`src/rtl/frame_kernel_scheduler.sv`:
```
// frame_kernel_scheduler
// Frame-level gate in front of the convolution filter and zebra-crossing
// detector. Admits whole frames only, alternates the Sobel kernel per frame,
// collects the detector verdict and debounces it with an N-of-M vote.
//
// Optional feature macro: FRAME_KERNEL_SCHEDULER_CFG_WR_EN
//   Defined   : cfg_we/cfg_sel/cfg_idx/cfg_data ports; both kernels live in a
//               writable 2x9 coefficient bank. Writes aimed at the bank that is
//               currently driving the filter are parked in a one-entry pending
//               register and applied at the frame boundary.
//   Undefined : kernels are the fixed vertical/horizontal Sobel constants.
//
// state  | meaning
// IDLE   | waiting for sof; camera pixels are accepted and dropped
// STREAM | gating exactly one frame of pixels to the filter
// DRAIN  | frame delivered, camera stalled, waiting for detector verdict
// VOTE   | record verdict, update vote, swap kernel, back to IDLE
module frame_kernel_scheduler #(
    parameter int IMG_WIDTH     = 320,
    parameter int IMG_HEIGHT    = 240,
    parameter int W             = 8,
    parameter int HIST_LEN      = 8,
    parameter int VOTE_THRESH   = 5,
    parameter int DRAIN_TIMEOUT = 4096
) (
    input  logic             clk,
    input  logic             rst,
`ifdef FRAME_KERNEL_SCHEDULER_CFG_WR_EN
    input  logic             cfg_we,
    input  logic             cfg_sel,
    input  logic [3:0]       cfg_idx,
    input  logic [W-1:0]     cfg_data,
`endif
    input  logic             sof,
    input  logic             x_valid_in,
    output logic             x_ready_in,
    output logic             x_valid_out,
    input  logic             x_ready_out,
    output logic [9*W-1:0]   kernel_flat,
    output logic             kernel_sel,
    input  logic             det_valid,
    input  logic             det_crossing,
    input  logic [7:0]       det_stripes,
    output logic             crossing_confirmed,
    output logic [7:0]       last_stripes,
    output logic             frame_done,
    output logic             timeout_flag
);

    localparam int PIX_TOTAL = IMG_WIDTH * IMG_HEIGHT;
    localparam int PCW       = $clog2(PIX_TOTAL + 1);
    localparam int DCW       = $clog2(DRAIN_TIMEOUT + 1);
    localparam int PW        = $clog2(HIST_LEN + 1);

    // Element [r][c] sits at index r*3+c.
    localparam int SOBEL_V [9] = '{-1, 0, 1, -2, 0, 2, -1, 0, 1};
    localparam int SOBEL_H [9] = '{-1, -2, -1, 0, 0, 0, 1, 2, 1};

    typedef enum logic [1:0] {IDLE, STREAM, DRAIN, VOTE} state_t;

    state_t              state;
    logic [PCW-1:0]      pix_cnt;
    logic [DCW-1:0]      drain_cnt;
    logic                verdict;
    logic [HIST_LEN-1:0] hist;
    logic [HIST_LEN-1:0] hist_next;
    logic [PW-1:0]       pop;
    logic                vote_next;
    logic                stream_open;
    logic                xfer;
    logic                last_pix;

    // A sof in IDLE opens the gate in the same cycle so a coincident first
    // pixel is admitted; reset forces both handshake outputs low.
    assign stream_open = (state == STREAM) || ((state == IDLE) && sof);
    assign x_valid_out = !rst && x_valid_in && stream_open;
    assign x_ready_in  = !rst && (stream_open ? x_ready_out : (state == IDLE));
    assign xfer        = x_valid_out && x_ready_out;
    assign last_pix    = xfer && (pix_cnt == PCW'(PIX_TOTAL - 1));

    // Next history and its vote, consumed only in VOTE.
    always_comb begin
        hist_next = (hist << 1) | HIST_LEN'(verdict);
        pop       = '0;
        for (int i = 0; i < HIST_LEN; i++) begin
            pop = pop + PW'(hist_next[i]);
        end
        vote_next = (int'(pop) >= VOTE_THRESH);
    end

    // Frame sequencing FSM with registered status outputs.
    always_ff @(posedge clk or posedge rst) begin
        if (rst) begin
            state              <= IDLE;
            pix_cnt            <= '0;
            drain_cnt          <= '0;
            verdict            <= 1'b0;
            hist               <= '0;
            crossing_confirmed <= 1'b0;
            last_stripes       <= '0;
            frame_done         <= 1'b0;
            timeout_flag       <= 1'b0;
            kernel_sel         <= 1'b0;
        end else begin
            frame_done <= 1'b0;
            case (state)
                IDLE: begin
                    if (sof) begin
                        pix_cnt <= xfer ? PCW'(1) : '0;
                        if (last_pix) begin
                            drain_cnt <= DCW'(DRAIN_TIMEOUT);
                            state     <= DRAIN;
                        end else begin
                            state <= STREAM;
                        end
                    end
                end
                STREAM: begin
                    if (xfer) begin
                        pix_cnt <= pix_cnt + PCW'(1);
                        if (last_pix) begin
                            drain_cnt <= DCW'(DRAIN_TIMEOUT);
                            state     <= DRAIN;
                        end
                    end
                end
                DRAIN: begin
                    if (det_valid) begin
                        verdict      <= det_crossing;
                        last_stripes <= det_stripes;
                        state        <= VOTE;
                    end else if (drain_cnt == '0) begin
                        verdict      <= 1'b0;
                        timeout_flag <= 1'b1;
                        state        <= VOTE;
                    end else begin
                        drain_cnt <= drain_cnt - DCW'(1);
                    end
                end
                VOTE: begin
                    hist               <= hist_next;
                    crossing_confirmed <= vote_next;
                    frame_done         <= 1'b1;
                    kernel_sel         <= ~kernel_sel;
                    pix_cnt            <= '0;
                    state              <= IDLE;
                end
                default: state <= IDLE;
            endcase
        end
    end

`ifdef FRAME_KERNEL_SCHEDULER_CFG_WR_EN
    logic [W-1:0] coef [2][9];
    logic         pend_valid;
    logic [3:0]   pend_idx;
    logic [W-1:0] pend_data;
    logic         cfg_ok;

    assign cfg_ok = cfg_we && (cfg_idx <= 4'd8);

    // Coefficient bank; the live bank only changes at the frame boundary.
    always_ff @(posedge clk or posedge rst) begin
        if (rst) begin
            for (int i = 0; i < 9; i++) begin
                coef[0][i] <= W'(SOBEL_V[i]);
                coef[1][i] <= W'(SOBEL_H[i]);
            end
            pend_valid <= 1'b0;
            pend_idx   <= '0;
            pend_data  <= '0;
        end else if (state == VOTE) begin
            if (pend_valid) begin
                coef[kernel_sel][pend_idx] <= pend_data;
            end
            pend_valid <= 1'b0;
            if (cfg_ok) begin
                coef[cfg_sel][cfg_idx] <= cfg_data;
            end
        end else if (cfg_ok) begin
            if (cfg_sel == kernel_sel) begin
                pend_valid <= 1'b1;
                pend_idx   <= cfg_idx;
                pend_data  <= cfg_data;
            end else begin
                coef[cfg_sel][cfg_idx] <= cfg_data;
            end
        end
    end

    // Present the active bank.
    always_comb begin
        kernel_flat = '0;
        for (int i = 0; i < 9; i++) begin
            kernel_flat[i*W +: W] = coef[kernel_sel][i];
        end
    end
`else
    // Present the fixed Sobel kernel for the current frame.
    always_comb begin
        kernel_flat = '0;
        for (int i = 0; i < 9; i++) begin
            kernel_flat[i*W +: W] = kernel_sel ? W'(SOBEL_H[i]) : W'(SOBEL_V[i]);
        end
    end
`endif

endmodule

```
`config.mk`:
```
export PLATFORM = sky130hd
export DESIGN_NAME = frame_kernel_scheduler
export DESIGN_NICKNAME = d
export VERILOG_FILES = /design/src/rtl/frame_kernel_scheduler.sv
export SDC_FILE = /design/constraint.sdc
export NUM_CORES = 1
export LEC_CHECK = 0
export BUFFER_PORTS_ARGS = -buffer_cell sky130_fd_sc_hd__buf_4
export CAP_MARGIN = 40
export CORE_UTILIZATION = 35
export CTS_BUF_LIST = sky130_fd_sc_hd__clkbuf_2 sky130_fd_sc_hd__clkbuf_4 sky130_fd_sc_hd__clkbuf_8
export CTS_CLUSTER_SIZE = 14
export DETAILED_ROUTE_END_ITERATION = 10
export GPL_ROUTABILITY_DRIVEN = 0
export PLACE_DENSITY_LB_ADDON = 0.12
export SLEW_MARGIN = 20
export SYNTH_ARGS = -nofsm -noshare
export SYNTH_HDL_FRONTEND = slang
export SYNTH_SLANG_ARGS = --single-unit
```
`constraint.sdc`:
```
create_clock -name clk -period 5.9 [get_ports clk]
set_input_delay 0 -clock clk [delete_from_list [all_inputs] [get_ports clk]]
set_output_delay 0 -clock clk [all_outputs]
set_load 0.03 [all_outputs]
```
==> impl_metrics.env <==
export IMPL_outcome="complete, no violations"
export IMPL_max_freq_mhz=334
export IMPL_worstSetupPathType="reg2reg"
export IMPL_rsz0062_at_grt="no"
export IMPL_worstSkewPairLatency_ns=0.31
export IMPL_synthFlopType="dfrtp_1"
export IMPL_syn_area_um2=3470
export IMPL_dr_max_layer_used="met4"
export IMPL_die_h_um=102
export IMPL_wl_um=6500
export IMPL_cts_buffer_depth=2
export IMPL_peakVddDrop_mv=0.126
export IMPL_worstPathMaxFanout=2
export IMPL_post_cts_buffers=0
export IMPL_slew_viol_final=0
export IMPL_synthToLayoutAreaGrowth_pct=10.8
export IMPL_nets=430
export IMPL_r2r_end="crossing_confirmed"
export IMPL_met2_length_um=2950
export IMPL_post_synth_cell_area_avg_um2=9.44
export IMPL_finClkSkew_ns=0.00848
export IMPL_vias=2425
export IMPL_cts_inserted_buffers=5
export IMPL_synth_seq_cells=52
export IMPL_finalSetupViolations=0
export IMPL_powerDensity_nw_per_um2=230
export IMPL_route_detailed_drc=0
export IMPL_yosysSeqAreaShare_pct=37.5
export IMPL_drive_gt1_share_pct=24.6
export IMPL_first_pass_iters=4
export IMPL_cp_start_kind="flip-flop"
export IMPL_h_tree_depth=2
export IMPL_final_antenna_net_count=0
export IMPL_yosysWarnings=0
export IMPL_wire_per_inst_um=12.2
export IMPL_core_um2=9420
export IMPL_dieWidth_um=102
export IMPL_hp_class="in2reg"
export IMPL_leakagePower_nw=1.86
export IMPL_crit_start="verdict"
export IMPL_hold_viol=0
export IMPL_vias_per_cell=4.56
export IMPL_synth_edf_count=0
export IMPL_grt_overflow_total=0
export IMPL_first_global_vias=2302
export IMPL_max_cap_violations=0
export IMPL_relSlewSlack_pct=53.0
export IMPL_ff2ff_path_depth=11
export IMPL_arrival_ns=3.15
export IMPL_worst_pin_slew_ns=0.705
export IMPL_root_buffer="clkbuf_8"
export IMPL_end_kind="flip-flop"
export IMPL_grt_max_degree=53
export IMPL_clk_pin_slew_ns=0.10
export IMPL_io_pins=101
export IMPL_port_buffers=58
export IMPL_grt_pass1_wl_um=10900
export IMPL_cts_sinks=52
export IMPL_crit_required_ns=6.06
export IMPL_drt_initial_drc_count=80
export IMPL_row_count=35
export IMPL_die_area_um2=10300
export IMPL_finalCriticalPeriod_ns=3.00
export IMPL_r2r_start="verdict"
export IMPL_endpoint="crossing_confirmed"
export IMPL_grt_usage_pct=13.5
export IMPL_dpl_hpwl_um=4490
export IMPL_synth_cell_types=57
export IMPL_syn_inst=368
export IMPL_layout_cells_non_filler=532
export IMPL_fin_crit_sh_pct=50.8
export IMPL_dp_cells=513
export IMPL_wl_met3_um=343
export IMPL_diodes=0
export IMPL_fin_tns_setup_ns=0
export IMPL_wl_met1_um=3140
export IMPL_cts_tree="done"
export IMPL_ff2ff_setup_slack_ns=2.90
export IMPL_initial_core_util_pct=36.9
export IMPL_async_reset_ff_share_pct=100
export IMPL_antenna_found_initial=0
==> power breakdown <==
group | total [mW] | switching [mW] | internal, mW
Clock | 0.269 | 0.130 | 0.139
Sequential | 0.435 | 0.0433 | 0.392
Combinational | 0.179 | 0.112 | 0.0677
Total | 0.884 | 0.285 | 0.599
==> worst max-delay path, stage by stage, from the launching register on <==
cell	delay (ns)
dfrtp_1	0.35
inv_1	0.07
fa_1	0.55
fa_1	0.42
fa_1	0.43
inv_1	0.07
ha_1	0.15
inv_1	0.05
fa_1	0.47
inv_1	0.04
o21ai_0	0.14
a31oi_1	0.11
==> placed cells by master, fill, tap and decap left out, types with 2 or more instances in the layout <==
cell type,n
nor2_1,16
a21o_1,5
or3_1,3
a211o_1,3
conb_1,42
inv_1,26
nand4_1,3
nand3_1,9
a21oi_1,16
nor4_1,7
a21o_2,3
nand2_1,27
clkbuf_8,6
dlygate4sd3_1,11
o31ai_1,8
ha_1,9
or4_1,2
nor3_1,7
a31oi_1,3
o21ai_0,19
o2bb2ai_1,2
and3_1,4
a22oi_1,2
and4_1,3
mux2_2,10
xnor2_1,4
buf_4,59
dfrtp_1,52
a22o_1,3
or2_2,4
fa_1,4
o21a_1,5
==> through the flow <==
stage	worst slack, ns	utilization (%)	cell area, µm²	hold WS [ns]	total power [mW]
floorplan	3.04	-	3620	0.0947	0.601
detailed placement	2.93	38.4	3620	0.237	0.615
finish	2.90	40.9	3850	0.295	0.884
global placement	2.94	38.4	3620	0.234	0.616
CTS	2.90	40.9	3850	0.291	0.895
global route	2.70	40.9	3850	0.319	0.940
==> kinds of logic (layout without fill, tap and decap cells) <==
logic type | count (synthesis) | count (layout) | share of synthesized area [%]
adder cells (fa/ha/maj) | 13 | 13 | 5.55
AO/OA/AOI/OAI | 77 | 77 | 15.4
XOR/XNOR | 5 | 5 | 1.26
other | 2 | 42 | 0.216
flip-flops | 52 | 52 | 37.5
multiplexers | 10 | 10 | 3.24
AND/OR/NAND/NOR | 99 | 99 | 16.3
buffers and inverters | 110 | 105 | 20.5
==> cell type report <==
type	instances	area, µm²
fill	937	5570
multi-input combinational	246	1610
sequential	52	1300
timing repair buffer	70	553
tap	129	161
inverter	27	101
clock buffer	6	82.6
clock inverter	2	38.8
==> metal layers <==
layer  track usage, %  vias up
li1                 -     1219
met1             18.1     1115
met2             22.2       83
met3             2.35        8
met4             3.68        0
met5                0        -
==> synth_stat cells, types with 2 or more instances <==
| cell type | count | share of area (%) |
|---|---|---|
| or3_1 | 3 | 0.54 |
| a22o_1 | 3 | 0.76 |
| and3_1 | 4 | 0.72 |
| ha_1 | 9 | 3.2 |
| o21ai_0 | 19 | 2.7 |
| inv_1 | 27 | 2.9 |
| dfrtp_1 | 52 | 37 |
| a21o_1 | 5 | 1.1 |
| nor2_1 | 16 | 1.7 |
| nor4_1 | 7 | 1.3 |
| o21a_1 | 5 | 1.1 |
| a21oi_1 | 16 | 2.3 |
| and4_1 | 3 | 0.76 |
| nor3_1 | 7 | 1.0 |
| clkbuf_1 | 6 | 0.65 |
| xnor2_1 | 4 | 1.0 |
| buf_6 | 2 | 0.65 |
| o2bb2ai_1 | 2 | 0.50 |
| o31ai_1 | 8 | 1.7 |
| or4_1 | 2 | 0.43 |
| nand4_1 | 3 | 0.54 |
| or2_2 | 4 | 0.72 |
| conb_1 | 2 | 0.22 |
| a31oi_1 | 3 | 0.54 |
| a21o_2 | 3 | 0.76 |
| buf_4 | 73 | 16 |
| nand2_1 | 27 | 2.9 |
| a211o_1 | 3 | 0.76 |
| a22oi_1 | 2 | 0.43 |
| mux2_2 | 10 | 3.2 |
| nand3_1 | 9 | 1.3 |
| fa_1 | 4 | 2.3 |
==> registers in the layout (all words and copies together) (netlist names) <==
signal,flops
pix_cnt,17
kernel_sel,1
frame_done,1
drain_cnt,13
last_stripes,8
state,2
hist,7
verdict,1
crossing_confirmed,1
timeout_flag,1
==> repair_timing <==
| action | in CTS | in global routing |
|---|---|---|
| hold endpoints to repair | 62 | 0 |
| hold buffers | 11 | 0 |
| resized for setup | 0 | 0 |
==> worst min path at each step <==
stage / slack (ns) / to / cells after the start / from
after floorplan: 0.09 / timeout_flag / 1 / det_valid
after global placement: 0.23 / last_stripes[1] / 2 / det_stripes[1]
after detailed placement: 0.24 / last_stripes[1] / 2 / det_stripes[1]
after CTS: 0.29 / drain_cnt[12] / 5 / x_valid_in
after global routing: 0.32 / drain_cnt[12] / 5 / x_valid_in
final: 0.30 / drain_cnt[12] / 5 / x_valid_in
(Power assumes the default switching activity.)
